===== src/rtl/sseg_pkg.sv =====
// Shared constants and helpers for the seven-segment scan controller.
// Holds the display geometry and the single shift-add-3 step used by the converter.
package sseg_pkg;

    localparam int NUM_DIGITS = 4;
    localparam int VALUE_W    = 13;
    localparam int BCD_W      = 16;
    localparam int DIGIT_W    = 4;

    typedef enum logic {
        CONV_IDLE = 1'b0,
        CONV_RUN  = 1'b1
    } conv_state_t;

    // One double-dabble iteration: correct every nibble >= 5, then shift the next binary bit in.
    function automatic logic [BCD_W-1:0] bcd_step(input logic [BCD_W-1:0] bcd,
                                                  input logic             bit_in);
        logic [BCD_W-1:0] adj;
        adj = bcd;
        for (int i = 0; i < NUM_DIGITS; i++) begin
            if (bcd[i*DIGIT_W +: DIGIT_W] >= 4'd5)
                adj[i*DIGIT_W +: DIGIT_W] = bcd[i*DIGIT_W +: DIGIT_W] + 4'd3;
        end
        return {adj[BCD_W-2:0], bit_in};
    endfunction

endpackage


===== src/rtl/sseg_bin2bcd.sv =====
// Iterative binary-to-BCD converter: one shift-add-3 step per clock, VALUE_W steps per conversion.
// bcd is the combinational result of the final step and is only meaningful while done is high.
module sseg_bin2bcd
    import sseg_pkg::*;
(
    input  logic               clk,
    input  logic               rst,
    input  logic               start,
    input  logic [VALUE_W-1:0] value,
    output logic               busy,
    output logic               done,
    output logic [BCD_W-1:0]   bcd
);

    localparam logic [3:0] LAST_ITER = 4'(VALUE_W - 1);

    conv_state_t        state;
    conv_state_t        state_nxt;
    logic [VALUE_W-1:0] shift_q;
    logic [BCD_W-1:0]   bcd_q;
    logic [BCD_W-1:0]   bcd_nxt;
    logic [3:0]         iter_q;

    // NOTE: sequential state uses non-blocking assignments so every flop samples pre-edge values.
    always_ff @(posedge clk) begin
        if (rst)
            state <= CONV_IDLE;
        else
            state <= state_nxt;
    end

    // NOTE: each combinational output is given a default first, so no path can infer a latch.
    always_comb begin
        state_nxt = state;
        case (state)
            CONV_IDLE: if (start)               state_nxt = CONV_RUN;
            CONV_RUN:  if (iter_q == LAST_ITER) state_nxt = CONV_IDLE;
            default:                            state_nxt = CONV_IDLE;
        endcase
    end

    always_comb begin
        busy = 1'b0;
        done = 1'b0;
        if (state == CONV_RUN) begin
            busy = 1'b1;
            done = (iter_q == LAST_ITER);
        end
    end

    assign bcd_nxt = bcd_step(bcd_q, shift_q[VALUE_W-1]);
    assign bcd     = bcd_nxt;

    always_ff @(posedge clk) begin
        if (rst) begin
            shift_q <= '0;
            bcd_q   <= '0;
            iter_q  <= '0;
        end else if (state == CONV_IDLE) begin
            if (start) begin
                shift_q <= value;
                bcd_q   <= '0;
                iter_q  <= '0;
            end
        end else begin
            shift_q <= shift_q << 1;
            bcd_q   <= bcd_nxt;
            iter_q  <= iter_q + 4'd1;
        end
    end

endmodule


===== src/rtl/sseg_scan_ctrl.sv =====
// Four-digit multiplexed display controller: BCD conversion on load, slot scanning,
// per-slot blanking window, PWM brightness and leading-zero suppression.
module sseg_scan_ctrl
    import sseg_pkg::*;
#(
    parameter int REFRESH_DIV = 25000,
    parameter int BLANK_CYC   = 64
) (
    input  logic                  clk,
    input  logic                  rst,
    input  logic [VALUE_W-1:0]    value,
    input  logic                  load,
    output logic                  busy,
    input  logic [NUM_DIGITS-1:0] dp_en,
    input  logic                  blank_lead,
    input  logic [3:0]            brightness,
    output logic [NUM_DIGITS-1:0] an,
    output logic [DIGIT_W-1:0]    digit,
    output logic                  dp
);

    localparam int            PW         = $clog2(REFRESH_DIV);
    localparam logic [PW-1:0] PRESC_LAST = PW'(REFRESH_DIV - 1);
    localparam logic [PW-1:0] BLANK_END  = PW'(BLANK_CYC);

    logic [PW-1:0]         presc;
    logic [1:0]            sel;
    logic [BCD_W-1:0]      disp;
    logic                  conv_done;
    logic [BCD_W-1:0]      conv_bcd;
    logic [NUM_DIGITS-1:0] slot_blank;
    logic                  window;

    sseg_bin2bcd u_conv (
        .clk   (clk),
        .rst   (rst),
        .start (load & ~busy),
        .value (value),
        .busy  (busy),
        .done  (conv_done),
        .bcd   (conv_bcd)
    );

    always_ff @(posedge clk) begin
        if (rst) begin
            presc <= '0;
            sel   <= '0;
        end else if (presc == PRESC_LAST) begin
            presc <= '0;
            sel   <= sel + 2'd1;
        end else begin
            presc <= presc + 1'b1;
        end
    end

    // NOTE: the display register is reset on purpose so a fresh part shows zeros, not garbage.
    always_ff @(posedge clk) begin
        if (rst)
            disp <= '0;
        else if (conv_done)
            disp <= conv_bcd;
    end

    // A slot is suppressed when it and every more significant digit are zero; digit 0 always shows.
    always_comb begin
        logic lead_zero;
        slot_blank = '0;
        lead_zero  = blank_lead;
        for (int k = NUM_DIGITS - 1; k >= 1; k--) begin
            lead_zero     = lead_zero && (disp[k*DIGIT_W +: DIGIT_W] == 4'd0);
            slot_blank[k] = lead_zero;
        end
    end

    assign window = (presc >= BLANK_END) && (presc[3:0] <= brightness);

    always_comb begin
        an    = '0;
        digit = '0;
        dp    = 1'b0;
        if (!rst) begin
            digit = disp[sel*DIGIT_W +: DIGIT_W];
            if (window && !slot_blank[sel]) begin
                an[sel] = 1'b1;
                dp      = dp_en[sel];
            end
        end
    end

endmodule


===== config.mk =====
export PLATFORM = sky130hd
export DESIGN_NAME = sseg_scan_ctrl
export DESIGN_NICKNAME = d
export VERILOG_FILES = /design/src/rtl/sseg_pkg.sv /design/src/rtl/sseg_bin2bcd.sv /design/src/rtl/sseg_scan_ctrl.sv
export SDC_FILE = /design/constraint.sdc
export NUM_CORES = 1
export LEC_CHECK = 0
export CORE_MARGIN = 2
export CORE_UTILIZATION = 37
export CTS_CLUSTER_DIAMETER = 100
export CTS_CLUSTER_SIZE = 20
export DETAILED_ROUTE_END_ITERATION = 8
export SYNTH_ARGS = -nofsm -noshare
export SYNTH_HDL_FRONTEND = slang
export SYNTH_HIERARCHICAL = 1
export SYNTH_SLANG_ARGS = --single-unit

===== constraint.sdc =====
create_clock -name clk -period 3.5 [get_ports clk]
set_input_delay 0.525 -clock clk [delete_from_list [all_inputs] [get_ports clk]]
set_output_delay 0.525 -clock clk [all_outputs]
set_load 0.01 [all_outputs]

Yosys cells after proc, flatten, opt, wreduce, memory -nomap -nowiden:

Index checks and enable logic that the tools add are counted.

* bits of input ports: 25
* latch bits: 0
* memory bits (read-only): 0
* word-level logic and storage cells: 68
* bits in writable memories: 0
* memories kept: 0
* flip-flop bits (word level): 67

* multiplexer cells: 26
* bitwise logic cells: 3
* add/sub/neg operators: 7
* equality and inequality tests: 2
* divide/modulo/power cells: 0
* $lt $le $gt $ge: 8
* shift-type cells: 1
* reductions and logical operators: 13
* multipliers: 0

Operators by type and width (count)
* $mux W16: 2
* $mux W4: 8
* $mux W13: 2
* $ge A4 B3 Y1 const B: 4
* $shiftx A16 B5 Y4: 1
* $add A15 B1 Y15 const B: 1
* $eq A15 B15 Y1 const B: 1
* $ge A15 B7 Y1 const B: 1
* $add A4 B2 Y4 const B: 3
* $logic_not A4 Y1: 3
* $mux W1: 9
* $logic_and A1 B1 Y1: 6
* $add A4 B1 Y4 const B: 1
* $bmux W1 S2: 2
* $eq A4 B4 Y1 const B: 1
* $le A4 B4 Y1: 1
* $reduce_or A2 Y1: 2
* $add A3 B2 Y3 const B: 1
* $lt A2 B3 Y1 const B: 1
* $mux W3: 1
* $add A2 B1 Y2 const B: 1
* $demux W1 S2: 1
* $ge A2 B1 Y1 const B: 1
* $not A1 Y1: 2
* other kinds (4): 4

Longest topological paths before layout:

* word-level depth: 10
* depth in mapped cells: 7
* gate-level depth less buffers: 7

By module:

The synthesis kept the hierarchy.

By module, submodules not included
* sseg_bin2bcd: instances 1, cells each 212, area each 1866.8 um^2
* sseg_scan_ctrl: instances 1, cells each 186, area each 1721.7 um^2

Worst setup path after synthesis:

No wires, ideal clock.

* path type: input-to-output
* from: input brightness[1]
* to: output dp
* data required time: 2975 ps
* setup slack: 1257 ps
* cell stages on the path: 6
* arrival time: 1718 ps
* cell sequence: inv_1 -> ha_1 -> nor2b_1 -> o211ai_1 -> a21oi_1 -> nor4b_1

* cells in the longest elaborated chain, start to end: 5

RTL lines
* start: declaration: RTL line sseg_scan_ctrl.sv:16 `input logic [3:0] brightness,`
* $le A4 B4 Y1: RTL line sseg_scan_ctrl.sv:75 `assign window = (presc >= BLANK_END) && (presc[3:0] <= brightness);`
* $logic_and A1 B1 Y1: RTL line sseg_scan_ctrl.sv:75
* $logic_and A1 B1 Y1: RTL line sseg_scan_ctrl.sv:83 `if (window && !slot_blank[sel]) begin`
* $mux W1: RTL line sseg_scan_ctrl.sv:83
* $mux W1: RTL line sseg_scan_ctrl.sv:81 `if (!rst) begin`
* end: declaration: RTL line sseg_scan_ctrl.sv:19 `output logic dp`

Every way passes these cells.

Final worst setup path:

Same ends and word-level chain as after synthesis.

==> impl_results.md <==
* Status: finished, final reports clean
* Multi-input logic area at roughly 2000 um2
* CTS tree: yes
* Crit Path Max Fanout at 5
* Vias at 2807
* GRT Resource Usage Total at 14.34%
* Wirelength per Cell at between 10 and 15 um
* Clock Tree Root: clkbuf_8
* Largest net degree at the start of global routing at 58
* Routing usage on met3 at 3.078%
* HP Start: presc[0]
* HPWL after DPL at 5.004 mm
* Cts repair resizes at 0
* Synth Instances at 398
* CP Buf/Inv Count at 3
* Pre-CTS WS at between 0.3 and 0.4 ns
* Hold Buf Count CTS at 0
* Ys Warns at 6
* Die width at 102.5 um
* Initial DRC Count at 102
* Sequential Area at about 1300 um2
* DRT antenna net count at 0
* ANT cells at 0
* Vias per cell at 5.021
* Mean Syn Cell Area at 9.016 um2
* Crit path time final at 3.142 ns
* Worst rel slew slack at 34.58%
* Unrepaired setup endpoints after global routing: false
* Crit path DAT at 2.62 ns
* Final setup margin at 0.3580 ns
* Starting density of the core at 38.47%
* Commonest non-fill, non-tap cell in the layout: dfxtp_1
* Max Freq at 0.3183 GHz
* CP startpoint kind: input pin
* CP top delay family: buffers and inverters
* GRT overflow at 0
* Post-route setup TNS at 0 ns
* Row count at 35
* P&R area growth vs syn at 17.02%
* Gpl congestion at 0.8026
* VDD IR-drop max at 260.5 uV
* Post-CTS setup repair buffer count at 0
* Crit end category: output pin
* Seq/Total Area, Yosys at a little under two fifths
* Final nets at between 400 and 500
* Synth Register Bits at 67
* Hold Vio Cnt, Final at 0
* Ports at 35
* Mapped Area at 3588 um2
* Fin Hold WS at 0.4668 ns
* Die H at 102.5 um
* Layout cells sized above 1 at 8.372%
* Pwr dens at between 300 and 400 nW/um2
* WL final at 7.199 mm
* Hold-critical path depth at 1
* Async set-reset flop share out of synthesis at 0%
* Tcrit/Tclk final at 89.77%
* Leakage at 0.001506 uW
* Initial DRT Pass Iterations at 4
* R2R depth at 4
* Filler instances at between 900 and 1000
* MaxCap Viol Count at 0
* Worst-path clk slew at 0.08 ns
* Reg2Reg Launch Point: presc[11]
* Critical path class: input pin to output pin
* Busiest metal layer after global routing: met2
* DRC Markers at 0
* CTS Buffer Depth at 2
* Clock Skews at 0.01304 ns
* Number of library cell types mapped by synthesis at 47
* Worst EP required at 2.97 ns
* EDFF count, synth at 0
* H-tree Lvls at 3
* Vias in the first global route at 2573
* Most frequent cells in the layout: dfxtp_1, nor2_1, mux2i_1
* Global-route wire length before repair at 11.91 mm
* Setup violations, final at 0
* Slew @ Worst Pin at 0.9813 ns
* Crit-path max cell delay at 0.58 ns
* Flop2flop setup slack at 1.49 ns
* Global routing usage on met2 at 21.72%
* Clock Sinks at 67
* Num CTS Buffers at 9
* DIE AREA at ~11000 um2
* Met1 Track Usage GR at 19.71%
* CP dominant cell by count: clkdlybuf4s50_1
* Antenna violations before repair at 0
* Core area at around 9300 um2
* Crit-path slowest cell: clkdlybuf4s50_1
* Skew-Pair Late Insertion Delay at between 0.3 and 0.4 ns
* Critical R2R Capture: presc[6]
* I/O Buffers at 34
* Post-Syn Nets at 443
* Hold EP: presc[0]
* Max Slew Vio Count at 0
* Worst Hold Class: flip-flop to flip-flop
* Area after DPL at roughly 4000 um2
* Finished layout cell area at 4199 um2
* Post-synth top flop: dfxtp_1
* Crit path cell chain: clkdlybuf4s50_1 > inv_1 > ha_1 > nor2b_1 > o211ai_1 > a21oi_1 > nor4b_1 > clkdlybuf4s50_1
cells by family after synthesis:
logic type,synth area share [%]
compound gates,12.41
xor+xnor,2.929
fa+ha+maj,6.974
buf+inv,5.544
flops,37.38
mux,12.94
simple gates,21.83
through the flow:
stage          util, %  cells  power [uW]
6_report         45.02    559        1564
5_1_grt          45.02    559        1638
4_1_cts          45.02    559        1583
3_5_place_dp     42.94    543       944.9
3_3_place_gp     42.94    543       941.1
2_1_floorplan        -    398       898.3
worst max-delay path by stage:
stage	from	to	slack (ns)	depth (start not counted)
finish	brightness[1]	dp	0.36	8
global route	brightness[1]	dp	0.24	8
CTS	brightness[1]	dp	0.33	8
detailed placement	brightness[1]	dp	0.34	8
global placement	brightness[1]	dp	0.37	8
floorplan	brightness[1]	dp	1.26	6
Yosys cell counts, types with 2 or more instances:
| master | instances | area, um2 |
|---|---|---|
| a21oi_1 | 30 | 150.1 |
| a21oi_2 | 2 | 17.52 |
| a21oi_4 | 2 | 32.53 |
| a32o_1 | 7 | 70.07 |
| and3_1 | 2 | 12.51 |
| and4_1 | 3 | 26.28 |
| buf_2 | 6 | 30.03 |
| buf_4 | 4 | 30.03 |
| clkbuf_1 | 11 | 41.29 |
| dfxtp_1 | 67 | 1341 |
| ha_1 | 20 | 250.2 |
| inv_1 | 23 | 86.33 |
| mux2i_1 | 34 | 340.3 |
| mux4_2 | 5 | 112.6 |
| nand2_1 | 12 | 45.04 |
| nand2b_1 | 8 | 50.05 |
| nand2b_4 | 2 | 27.53 |
| nand3_1 | 9 | 45.04 |
| nand4_1 | 3 | 18.77 |
| nand4b_1 | 4 | 35.03 |
| nor2_1 | 61 | 229.0 |
| nor2b_1 | 9 | 56.30 |
| nor3_1 | 5 | 25.02 |
| nor3b_1 | 4 | 30.03 |
| nor4_1 | 8 | 50.05 |
| o21ai_0 | 17 | 85.08 |
| o311ai_1 | 4 | 35.03 |
| or3_1 | 3 | 18.77 |
| or4_1 | 2 | 15.01 |
| or4b_1 | 4 | 40.04 |
| xnor2_1 | 6 | 52.55 |
| xor2_1 | 6 | 52.55 |
layer usage:
metal  vias up  part of all wire, %
met5         -                    0
met4         0                 0.82
met3         4                  3.7
met2        53                   43
met1      1288                   52
li1       1462                    -
worst reg2reg max path, stage by stage (launching register included):
cell and delay [ns]:
dfxtp_1 0.34, or4_1 0.57, or4_4 0.56, o21bai_4 0.33, nor2_1 0.09
report_power, final:
group          internal, uW  switching [uW]  total, uW
clock                   329             309        638
combinational          63.8            73.1        137
sequential              778            11.7        789
sequential cells by signal, indices dropped and copies added, names as in the netlist:
signal,count
u_conv/state,1
disp,16
u_conv/shift_q,13
u_conv/bcd_q,16
sel,2
u_conv/iter_q,4
presc,15
cell type report:
cell class / count / share of cell area, %
multi-input combinational: 286 / 48.84
sequential: 67 / 31.94
timing repair buffer: 38 / 8.701
tap: 129 / 3.844
clock buffer: 10 / 3.039
inverter: 23 / 2.056
clock inverter: 6 / 1.579
Note: power is estimated with default switching activity, not from simulation.
